`src/rtl/ascon_pkg.sv`:
```
// Shared types and constants for the Ascon permutation core.
// State is five 64-bit words; word 0 is S0.
package ascon_pkg;

  localparam int NUM_WORDS  = 5;
  localparam int WORD_WIDTH = 64;
  localparam int MAX_ROUNDS = 16;

  typedef logic [NUM_WORDS-1:0][WORD_WIDTH-1:0] ascon_state_t;
  typedef logic [3:0] round_idx_t;

  typedef enum logic [1:0] {
    IDLE,
    RUN,
    DONE
  } perm_fsm_e;

  localparam logic [7:0] ROUND_CONST [MAX_ROUNDS] = '{
    8'h3c, 8'h2d, 8'h1e, 8'h0f,
    8'hf0, 8'he1, 8'hd2, 8'hc3,
    8'hb4, 8'ha5, 8'h96, 8'h87,
    8'h78, 8'h69, 8'h5a, 8'h4b
  };

  function automatic logic [WORD_WIDTH-1:0] ror64(
    input logic [WORD_WIDTH-1:0] x,
    input int unsigned           a
  );
    return (x >> a) | (x << (WORD_WIDTH - a));
  endfunction

endpackage

```
`src/rtl/linear_diffusion_layer.sv`:
```
// Ascon linear layer: each word XORed with two rotations of itself.
// Ports: state_i (ascon_state_t) in, state_o (ascon_state_t) out.
module linear_diffusion_layer
  import ascon_pkg::*;
(
  input  ascon_state_t state_i,
  output ascon_state_t state_o
);

  assign state_o[0] = state_i[0]
    ^ ror64(state_i[0], 19) ^ ror64(state_i[0], 28);
  assign state_o[1] = state_i[1]
    ^ ror64(state_i[1], 61) ^ ror64(state_i[1], 39);
  assign state_o[2] = state_i[2]
    ^ ror64(state_i[2], 1) ^ ror64(state_i[2], 6);
  assign state_o[3] = state_i[3]
    ^ ror64(state_i[3], 10) ^ ror64(state_i[3], 17);
  assign state_o[4] = state_i[4]
    ^ ror64(state_i[4], 7) ^ ror64(state_i[4], 41);

endmodule

```
`src/rtl/substitution_layer.sv`:
```
// Bit-sliced Ascon 5-bit S-box applied to all 64 columns.
// Ports: state_i (ascon_state_t) in, state_o (ascon_state_t) out.
module substitution_layer
  import ascon_pkg::*;
(
  input  ascon_state_t state_i,
  output ascon_state_t state_o
);

  logic [WORD_WIDTH-1:0] a0, a1, a2, a3, a4;
  logic [WORD_WIDTH-1:0] b0, b1, b2, b3, b4;

  assign a0 = state_i[0] ^ state_i[4];
  assign a1 = state_i[1];
  assign a2 = state_i[2] ^ state_i[1];
  assign a3 = state_i[3];
  assign a4 = state_i[4] ^ state_i[3];

  assign b0 = a0 ^ (~a1 & a2);
  assign b1 = a1 ^ (~a2 & a3);
  assign b2 = a2 ^ (~a3 & a4);
  assign b3 = a3 ^ (~a4 & a0);
  assign b4 = a4 ^ (~a0 & a1);

  assign state_o[0] = b0 ^ b4;
  assign state_o[1] = b1 ^ b0;
  assign state_o[2] = ~b2;
  assign state_o[3] = b3 ^ b2;
  assign state_o[4] = b4;

endmodule

```
`src/rtl/ascon_permutation.sv`:
```
// Iterative Ascon-p[n] core, one round per cycle (two with
// ASCON_PERM_UNROLL2_EN), valid/ready in and out.
// Ports: clk_i, rst_i (sync, high), in_valid_i/in_ready_o,
// rounds_i, state_array_i, out_valid_o/out_ready_i,
// state_array_o, busy_o.
module ascon_permutation
  import ascon_pkg::*;
(
  input  logic         clk_i,
  input  logic         rst_i,
  input  logic         in_valid_i,
  output logic         in_ready_o,
  input  logic [4:0]   rounds_i,
  input  ascon_state_t state_array_i,
  output logic         out_valid_o,
  input  logic         out_ready_i,
  output ascon_state_t state_array_o,
  output logic         busy_o
);

  perm_fsm_e    fsm_q, fsm_d;
  ascon_state_t state_q, state_d;
  round_idx_t   idx_q, idx_d;

  logic       req;
  logic [4:0] n_clamped;

  ascon_state_t ca0, sb0, ld0;

  always_comb begin
    ca0 = state_q;
    ca0[2][7:0] = state_q[2][7:0] ^ ROUND_CONST[idx_q];
  end

  substitution_layer u_sbox0 (
    .state_i (ca0),
    .state_o (sb0)
  );

  linear_diffusion_layer u_lin0 (
    .state_i (sb0),
    .state_o (ld0)
  );

`ifdef ASCON_PERM_UNROLL2_EN
  ascon_state_t ca1, sb1, ld1;
  round_idx_t   idx_p1;

  assign idx_p1 = idx_q + 4'd1;

  always_comb begin
    ca1 = ld0;
    ca1[2][7:0] = ld0[2][7:0] ^ ROUND_CONST[idx_p1];
  end

  substitution_layer u_sbox1 (
    .state_i (ca1),
    .state_o (sb1)
  );

  linear_diffusion_layer u_lin1 (
    .state_i (sb1),
    .state_o (ld1)
  );
`endif

  assign in_ready_o = (fsm_q == IDLE)
                   || ((fsm_q == DONE) && out_ready_i);
  assign req        = in_valid_i && in_ready_o;
  assign n_clamped  = (rounds_i > 5'd16) ? 5'd16 : rounds_i;

  always_comb begin
    fsm_d   = fsm_q;
    state_d = state_q;
    idx_d   = idx_q;
    unique case (fsm_q)
      IDLE, DONE: begin
        if ((fsm_q == DONE) && out_ready_i) fsm_d = IDLE;
        if (req) begin
          state_d = state_array_i;
          // 16 - n wraps to 0 for n = 0; unused since we skip RUN
          idx_d   = round_idx_t'(5'd16 - n_clamped);
          fsm_d   = (n_clamped == 5'd0) ? DONE : RUN;
        end
      end
      RUN: begin
`ifdef ASCON_PERM_UNROLL2_EN
        // odd remainder: last cycle keeps only the first round
        if (idx_q == 4'd15) begin
          state_d = ld0;
          idx_d   = idx_q + 4'd1;
          fsm_d   = DONE;
        end else begin
          state_d = ld1;
          idx_d   = idx_q + 4'd2;
          if (idx_p1 == 4'd15) fsm_d = DONE;
        end
`else
        state_d = ld0;
        idx_d   = idx_q + 4'd1;
        if (idx_q == 4'd15) fsm_d = DONE;
`endif
      end
      default: fsm_d = IDLE;
    endcase
  end

  always_ff @(posedge clk_i) begin
    if (rst_i) begin
      fsm_q   <= IDLE;
      state_q <= '0;
      idx_q   <= '0;
    end else begin
      fsm_q   <= fsm_d;
      state_q <= state_d;
      idx_q   <= idx_d;
    end
  end

  assign out_valid_o   = (fsm_q == DONE);
  assign busy_o        = (fsm_q == RUN);
  assign state_array_o = state_q;

endmodule
```
`config.mk`:
```
export PLATFORM = sky130hd
export DESIGN_NAME = ascon_permutation
export DESIGN_NICKNAME = d
export VERILOG_FILES = /design/src/rtl/ascon_pkg.sv /design/src/rtl/linear_diffusion_layer.sv /design/src/rtl/substitution_layer.sv /design/src/rtl/ascon_permutation.sv
export SDC_FILE = /design/constraint.sdc
export NUM_CORES = 2
export LEC_CHECK = 0
export ABC_CLOCK_PERIOD_IN_PS = 7140
export CAP_MARGIN = 20
export CORE_AREA = 2 2 251 253
export CTS_CLUSTER_DIAMETER = 100
export CTS_CLUSTER_SIZE = 12
export DETAILED_ROUTE_END_ITERATION = 7
export DIE_AREA = 0 0 253 255
export PLACE_DENSITY = 0.73
export SYNTH_ARGS = -nofsm -noshare
export SYNTH_HDL_FRONTEND = slang
export SYNTH_SLANG_ARGS = --single-unit
```
`constraint.sdc`:
```
create_clock -name clk_i -period 7.14 [get_ports clk_i]
set_input_delay 0.714 -clock clk_i [delete_from_list [all_inputs] [get_ports clk_i]]
set_output_delay 0.714 -clock clk_i [all_outputs]
set_load 0.05 [all_outputs]
```
==> summary.txt <==
status: complete, no violations
Max-slew headroom: 14.2%
share of the synthesized area in the top cell type: 27.4%
sequential share of the synthesized area: 23.6%
period utilization: 52.1%
IO Count: 652
CP max FO: 97
Finished Layout Cells: 4,657
first-pass GRT wire length: 196,000 um
DR iter-0 viols: 3,470
setup violators final: 0
Worst Hold Launch: state_array_o[161]$_SDFFE_PP0P_
syn_area_per_cell: 8.38 sq um
nets@finish: 4,316
DR vias: 28,300
H-tree levels: 1
layout cells sized above 1: 3.19%
Hold Crit Depth: 2
CP Cell Sequence: nand2_4 -> inv_8 -> clkdlybuf4s50_1
# hold bufs at CTS: 0
dominant cells by area after synthesis: xnor2_1, dfxtp_1, xor2_1
WP data required: 6.43 ns
# port buffers: 651
Root Buffer: clkbuf_16
Slew @ Worst Pin: 1.28 ns
RSZ-0062 raised after global routing: false
Crit Path Class: reg2out
post-synth cell types: 44
die area: 64,500 sq um
critical path arrival: 3.00 ns
Post-DP HPWL: 116,000 um
WL final: 144,000 um
Chip Height: 255 um
R2R Path End: state_array_o[91]$_SDFFE_PP0P_
Setup Buffers After CTS: 0
clock-pin slew on the worst setup and hold paths: 0.07 ns
crit end category: output pin
YS warnings: 0
Die Wd: 253 um
core area: 62,200 sq um
Crit Reg-Reg Startpoint: fsm_q[0]$_SDFFE_PP0P_
Post-synth EDFFs: 0
number of max-cap violations: 0
CP max-delay cell: clkdlybuf4s50_1
Core Rows: 92
Syn Nets: 3,761
setup_tns: 0 ns
Initial Util: 44.5%
wire length per cell: 31.0 um
post-synth top area cell: xnor2_1
min Tclk post-route: 3.72 ns
top achievable clock speed: 269 MHz
post_cts resized: 0
WHS Endpoint: state_array_o[161]$_SDFFE_PP0P_
Seq cells post-synth: 326
GRT Overall Usage: 42.8%
GP Congestion: 1.05
Layout Skew: 0.0154 ns
Async SR Flop Fraction: 0%
CTS sink cnt: 326
Startpoint Class: flip-flop
total congestion overflow: 0
dpl cells: 4,621
R2R depth: 7
Slew Limit Fails: 0
number of global-route vias before repair: 26,100
Worst R2R Setup Slack: 3.89 ns
first drt pass iteration count: 8
DRC viols: 0
CP top delay family: buffers and inverters
TritonCTS clock tree: built
area growth from synthesis to layout: 29.0%
cells after synthesis: 3,301
largest net degree at the start of global routing: 203
CTS Buf Count: 31
Mapped Area: 27,700 sq um
Hold WC Path Type: reg2reg
initial antenna violation count: 3
worst skew pair latency: 0.63 ns
Max clock buf depth: 3
Vias/cell: 6.07
Buf/Inv on CP: 2
Top FF cell, synth: dfxtp_1
DRT antenna net count: 0
CP max stage delay: 0.93 ns
final hold violation count: 0
[flip-flops by register name (all words and copies together) (netlist names)]
register	cells
state_array_o	320
idx_q	4
fsm_q	2
[routing by layer]
layer | vias to the layer above | track usage (%) | share of wire, %
li1 | 12300 | - | -
met1 | 13700 | 54.5 | 38
met2 | 1871 | 67.3 | 44
met3 | 400 | 8.50 | 11
met4 | 4 | 25.1 | 7.1
met5 | - | 0 | 0.019
[worst max path at each step]
| stage | startpoint | depth (start not counted) | to | slack (ns) |
|---|---|---|---|---|
| final | fsm_q[0]$_SDFFE_PP0P_ | 3 | busy_o | 3.42 |
| after global routing | fsm_q[0]$_SDFFE_PP0P_ | 3 | busy_o | 3.31 |
| after CTS | fsm_q[0]$_SDFFE_PP0P_ | 3 | busy_o | 3.38 |
| after detailed placement | out_ready_i | 7 | state_array_o[65]$_SDFFE_PP0P_ | 3.57 |
| after global placement | out_ready_i | 7 | state_array_o[71]$_SDFFE_PP0P_ | 3.62 |
| after floorplan | state_array_o[84]$_SDFFE_PP0P_ | 7 | state_array_o[202]$_SDFFE_PP0P_ | 4.69 |
[cell type report]
| type | instances | area [sq um] |
|---|---|---|
| fillers | 5702 | 26500 |
| inverters | 195 | 739 |
| clock inverters | 1 | 8.76 |
| multi-input cells | 2611 | 19800 |
| well taps | 799 | 1000 |
| flip-flops and latches | 326 | 6530 |
| clock buffers | 33 | 803 |
| repair buffers | 691 | 6860 |
| diodes | 1 | 2.50 |
[per-stage QoR]
step	cell area [sq um]	hold slack (ns)	setup slack [ns]	utilization, %
2_1_floorplan	27700	0.490	4.69	-
4_1_cts	35700	0.510	3.38	57.4
3_3_place_gp	34900	0.494	3.62	56.1
5_1_grt	35700	0.541	3.31	57.4
3_5_place_dp	34900	0.498	3.57	56.1
6_report	35700	0.512	3.42	57.4
[kinds of logic (layout without fill, tap and decap cells)]
logic type,after synthesis,after routing,share of synthesized area (%)
compound gates,627,627,16.6
xor+xnor,1120,1120,36.1
fa+ha+maj,188,188,7.98
buf+inv,364,920,5.17
flops,326,326,23.6
mux,36,36,1.30
other cells,0,1,0
simple gates,640,640,9.25
[tightest hold or removal path, cell delays in order (launching register included)]
cell	delay, ns
dfxtp_1	0.35
nand2_1	0.07
a21oi_1	0.05
[cell usage after synthesis (57+ instances only)]
cell type	number
nor2_1	285
nand2_1	274
inv_1	194
dfxtp_1	326
ha_1	131
o22ai_1	82
a211oi_1	208
xnor2_1	865
a311oi_1	62
xor2_1	231
clkbuf_1	141
maj3_1	57
a22oi_1	118
[placed cells by master, fill, tap and decap left out, drive strengths merged, types with 2 or more instances in the layout]
cell type / synthesis / routed
and3: 5 / 5
ha: 131 / 131
a311oi: 62 / 62
or3: 23 / 23
clkbuf: 145 / 33
nor2b: 2 / 2
nor3: 19 / 19
mux2i: 36 / 36
o221ai: 10 / 10
nor2: 285 / 285
nand2b: 3 / 3
buf: 23 / 41
a22oi: 118 / 118
maj3: 57 / 57
o211ai: 20 / 20
nand3: 20 / 20
and2: 6 / 6
o21a: 5 / 5
a211oi: 208 / 208
a21oi: 33 / 33
inv: 194 / 195
xor2: 231 / 231
o22ai: 82 / 82
clkdlybuf4s50: 0 / 650
xnor2: 889 / 889
a21boi: 2 / 2
dfxtp: 326 / 326
nand2: 274 / 274
o21ai: 54 / 54
a2111oi: 22 / 22
a31oi: 9 / 9
Power is left out: the tool's default activity adds up to more than one toggle a clock period on the data nets, which glitch-free logic cannot reach.
